### src/rtl/pipe_hazard_unit.sv
// Hazard and forwarding controller: M/W tracking, operand forwarding, load-use and branch control.
// Optional multi-cycle multiply stall sequencer enabled by defining HAZARD_MUL_STALL_EN.
module pipe_hazard_unit #(
    parameter int bits        = 32,
    parameter int MUL_LATENCY = 3
) (
    input  logic            clk,
    input  logic            rst,
    input  logic [3:0]      RA1D,
    input  logic [3:0]      RA2D,
    input  logic [3:0]      RA1E,
    input  logic [3:0]      RA2E,
    input  logic [3:0]      WA3E,
    input  logic            RegWriteE,
    input  logic            MemToRegE,
    input  logic            BranchTakenE,
    input  logic            MulStartE,
    input  logic [bits-1:0] RD1E,
    input  logic [bits-1:0] RD2E,
    input  logic [bits-1:0] ALUResultM,
    input  logic [bits-1:0] ResultW,
    output logic [bits-1:0] SrcAE,
    output logic [bits-1:0] SrcBE,
    output logic [1:0]      ForwardAE,
    output logic [1:0]      ForwardBE,
    output logic            StallF,
    output logic            StallD,
    output logic            StallE,
    output logic            FlushD,
    output logic            FlushE
);

    logic [3:0] wa3m_reg;
    logic [3:0] wa3w_reg;
    logic       regwritem_reg;
    logic       regwritew_reg;
    logic       mulbusy;
    logic       branch_eff;
    logic       ldrstall;

    always_ff @(posedge clk or negedge rst) begin
        if (!rst) begin
            wa3m_reg      <= 4'h0;
            wa3w_reg      <= 4'h0;
            regwritem_reg <= 1'b0;
            regwritew_reg <= 1'b0;
        end else begin
            wa3m_reg      <= WA3E;
            regwritem_reg <= RegWriteE & ~StallE;
            wa3w_reg      <= wa3m_reg;
            regwritew_reg <= regwritem_reg;
        end
    end

    // Operand 0 is A, operand 1 is B; identical forwarding logic for both.
    logic [3:0]      ra_e  [2];
    logic [bits-1:0] rd_e  [2];
    logic [bits-1:0] src_e [2];
    logic [1:0]      fwd   [2];

    assign ra_e[0] = RA1E;
    assign ra_e[1] = RA2E;
    assign rd_e[0] = RD1E;
    assign rd_e[1] = RD2E;

    generate
        for (genvar gi = 0; gi < 2; gi++) begin : g_fwd
            assign fwd[gi] = (regwritem_reg && (wa3m_reg == ra_e[gi]) && (ra_e[gi] != 4'hF)) ? 2'b10 :
                             (regwritew_reg && (wa3w_reg == ra_e[gi]) && (ra_e[gi] != 4'hF)) ? 2'b01 :
                             2'b00;
            assign src_e[gi] = (fwd[gi] == 2'b10) ? ALUResultM :
                               (fwd[gi] == 2'b01) ? ResultW    :
                               rd_e[gi];
        end
    endgenerate

    assign ForwardAE = fwd[0];
    assign ForwardBE = fwd[1];
    assign SrcAE     = src_e[0];
    assign SrcBE     = src_e[1];

`ifdef HAZARD_MUL_STALL_EN
    localparam int CW = $clog2(MUL_LATENCY);

    typedef enum logic {IDLE, MUL_BUSY} state_t;
    state_t        state_reg;
    logic [CW-1:0] cnt_reg;

    always_ff @(posedge clk or negedge rst) begin
        if (!rst) begin
            state_reg <= IDLE;
            cnt_reg   <= '0;
        end else begin
            case (state_reg)
                IDLE: begin
                    if (MulStartE) begin
                        state_reg <= MUL_BUSY;
                        cnt_reg   <= CW'(MUL_LATENCY - 2);
                    end
                end
                MUL_BUSY: begin
                    if (cnt_reg == '0) state_reg <= IDLE;
                    else               cnt_reg   <= cnt_reg - CW'(1);
                end
                default: state_reg <= IDLE;
            endcase
        end
    end

    // The start cycle already counts as busy, so occupancy totals MUL_LATENCY.
    assign mulbusy = (state_reg == MUL_BUSY) | ((state_reg == IDLE) & MulStartE);
`else
    localparam int unused_mul_latency = MUL_LATENCY;
    logic unused_mul_start;
    assign unused_mul_start = MulStartE;
    assign mulbusy          = 1'b0;
`endif

    // A taken branch discards the decode instruction, so it cancels a load-use stall.
    assign branch_eff = BranchTakenE & ~mulbusy;
    assign ldrstall   = MemToRegE & RegWriteE & ((WA3E == RA1D) | (WA3E == RA2D)) & ~branch_eff;

    assign StallF = ldrstall | mulbusy;
    assign StallD = ldrstall | mulbusy;
    assign StallE = mulbusy;
    assign FlushE = (ldrstall | BranchTakenE) & ~mulbusy;
    assign FlushD = branch_eff;

endmodule

### config.mk
export PLATFORM = sky130hd
export DESIGN_NAME = pipe_hazard_unit
export DESIGN_NICKNAME = d
export VERILOG_FILES = /design/src/rtl/pipe_hazard_unit.sv
export SDC_FILE = /design/constraint.sdc
export NUM_CORES = 1
export LEC_CHECK = 0
export CAP_MARGIN = 20
export CORE_UTILIZATION = 30
export CTS_CLUSTER_DIAMETER = 200
export CTS_CLUSTER_SIZE = 25
export DETAILED_ROUTE_END_ITERATION = 16
export HOLD_SLACK_MARGIN = 0.08
export PLACE_DENSITY = 0.8
export SYNTH_ARGS = -nofsm -noshare
export SYNTH_HDL_FRONTEND = slang
export SYNTH_SLANG_ARGS = --single-unit
### constraint.sdc
create_clock -name clk -period 2.3 [get_ports clk]
set_input_delay 0.46 -clock clk [delete_from_list [all_inputs] [get_ports clk]]
set_output_delay 0.46 -clock clk [all_outputs]
set_load 0.005 [all_outputs]
==> run summary <==
Status = finished, violations left
Failing checks = setup timing
Final critical-path required period = 2.603 ns
Antenna Nets Post-Route = 0
Drt initial violations = 313
Synth Warn # = 0
Clock Sinks = 10
CP dominant cell by count = buf_6
CP Launch Type = input port
First-pass GRT wire length = 23070 µm
Syn_nets = 525
Clk slew on worst S/H paths = 0.05 ns
Final wirelength = 15500 µm
Row Count = 32
Hold Crit Class = reg -> reg
CP max-delay cell = bufbuf_16
Final period utilization = 1.132
Pwr/cell area = 264.9 nW/µm²
Final WS setup = -0.3030 ns
Mean Syn Cell Area = 6.495 µm²
Full die area = 8395 µm²
Critical path's largest stage delay = 0.27 ns
Share of cells above drive strength 1 = 0.3901
TritonCTS clock tree = built
Clk buf depth = 2
Num CTS Buffers = 3
Most frequent cells in the layout = 140 x clkdlybuf4s50_1, 69 x buf_2, 64 x nor3_1, 55 x a31oi_1, 42 x buf_4
Initial Util = 0.3102
CORE AREA = 7767 µm²
Max Fclk = 0.3842 GHz
Critical path peak fanout = 6
CP delay by family, top = buffers and inverters
Fin. max-slew vios = 0
Final HPWL DP = 9784 µm
Leak = 2.174 nW
DR DRC count = 0
Worst EP required = 1.84 ns
CP Cell Sequence = clkdlybuf4s15_1 > xnor2_1 > nand4_1 > buf_6 > buf_6 > bufbuf_16 > buf_8 > o21ai_4 > a31oi_4 > buf_2
Largest net degree at the start of global routing = 38
Vias in the first global route = 4521
CP Capture Type = output pin
Gr ovfl total = 0
CTS root buf = clkbuf_8
Syn-to-layout area delta = 138.0%
Via density = 6.164
Mapped cell area = 2410 µm²
Skew-Pair Late Insertion Delay = 0.24 ns
Tot Pwr = 0.001519 W
RSZ-0062 raised after global routing = true
Die height = 91.63 µm
Wire per inst = 21.24 µm
Final setup viols = 65
CP bufs+invs = 6
Worst clock skew = 0.005056 ns
Yosys cell types = 29
Gr usage total = 0.3486
Fin. Hold Viols = 0
Layout Nets = 784
Max VDD drop = 307.4 µV
Max_cap viols = 0
Vias = 4500
First-pass iteration count of the detailed router = 5
Initial antenna violation count = 0
Final core occ = 0.7382
CP Class = in -> out
Die Span X = 91.63 µm
Routability cong. = 0.9624
Hold buffers post-CTS = 0
PortBufs = 224
Setup WS pre-CTS = -0.8960 ns
Commonest non-fill, non-tap cell in the layout = clkdlybuf4s50_1
CTS H-tree depth = 1
# diodes = 0
Yosys reg bits = 10
Number of cells produced by synthesis = 371
Worst EP arrival = 2.14 ns
I/O pin count = 227
Sequential fraction of the synthesis area = 0.1038
FF-to-FF setup slack = 1.71 ns
-- per-stage QoR --
step | setup TNS (ns) | instance area, µm² | instances | hold WS (ns)
after floorplan | 0 | 2410 | 371 | 0.1644
after global placement | -50.60 | 4974 | 695 | 0.3899
after detailed placement | -53.30 | 4974 | 695 | 0.4068
after CTS | -10.42 | 5669 | 728 | 0.4199
after global routing | -15.49 | 5734 | 730 | 0.4546
final | -11.27 | 5734 | 730 | 0.4439
-- power by group --
part           internal (W)  switching [W]  leakage (nW)
registers          0.000186      0.0000123         0.117
logic              0.000618       0.000519          2.04
clock network      0.000115      0.0000698        0.0216
-- logic make-up after synthesis --
kind of cell,count (synthesis),share of synthesized area
other cells,1,0.001556
xor+xnor,22,0.07996
buf+inv,55,0.1173
simple gates,152,0.3910
flops,10,0.1038
compound gates,131,0.3063
-- worst paths after layout --
| path | start | end | depth (start not counted) |
|---|---|---|---|
| setup reg to reg | wa3m_reg[3] | wa3w_reg[3] | 0 |
| hold reg to reg | regwritem_reg | regwritew_reg | 0 |
| hold / removal | regwritem_reg | regwritew_reg | 0 |
| setup / recovery | RA1E[0] | SrcAE[1] | 10 |
| max in group asynchronous | rst | wa3w_reg[3] | 1 |
| min in group asynchronous | rst | wa3w_reg[1] | 1 |
-- cell type report --
type,instances,area (µm²)
multi-input combinational,306,2402
clock buffer,3,41.29
sequential,10,250.2
fill,572,2033
tap,102,127.6
timing repair buffer,307,2903
inverter,2,10.01
-- per-layer routing --
metal | vias up | global-route usage | wire length, µm
met2 | 352 | 0.6165 | 7528
li1 | 1980 | - | -
met4 | 0 | 0.1958 | 826
met5 | - | 0 | 0
met1 | 2085 | 0.3889 | 5563
met3 | 83 | 0.06882 | 1586
-- Yosys cell counts (all sizes together) --
library cell / number / area [µm²]
a21oi: 2 / 10.01
a31oi: 64 / 400.4
and2: 2 / 12.51
and4: 1 / 8.760
buf: 30 / 182.7
clkbuf: 22 / 83.83
conb: 1 / 3.750
dfrtp: 10 / 250.2
dlygate4sd1: 1 / 8.760
inv: 2 / 7.510
nand2: 1 / 3.750
nand2b: 1 / 6.260
nand3: 2 / 10.01
nand4: 36 / 225.2
nor2: 4 / 15.01
nor3: 67 / 340.3
nor4: 2 / 12.51
o211ai: 1 / 7.510
o21ai: 64 / 320.3
or2: 2 / 12.51
or3: 1 / 6.260
or3b: 33 / 289.0
xnor2: 10 / 87.58
xor2: 12 / 105.1
-- repair_timing --
item | CTS | global route
endpoints found under the setup margin | 71 | 70
buffers inserted | 21 | 4
endpoints found under the hold margin | 0 | 0
pin swaps | 63 | 36
gates resized for setup | 427 | 30
cloned | 10 | 0
Power figures use the tool's default switching activity.
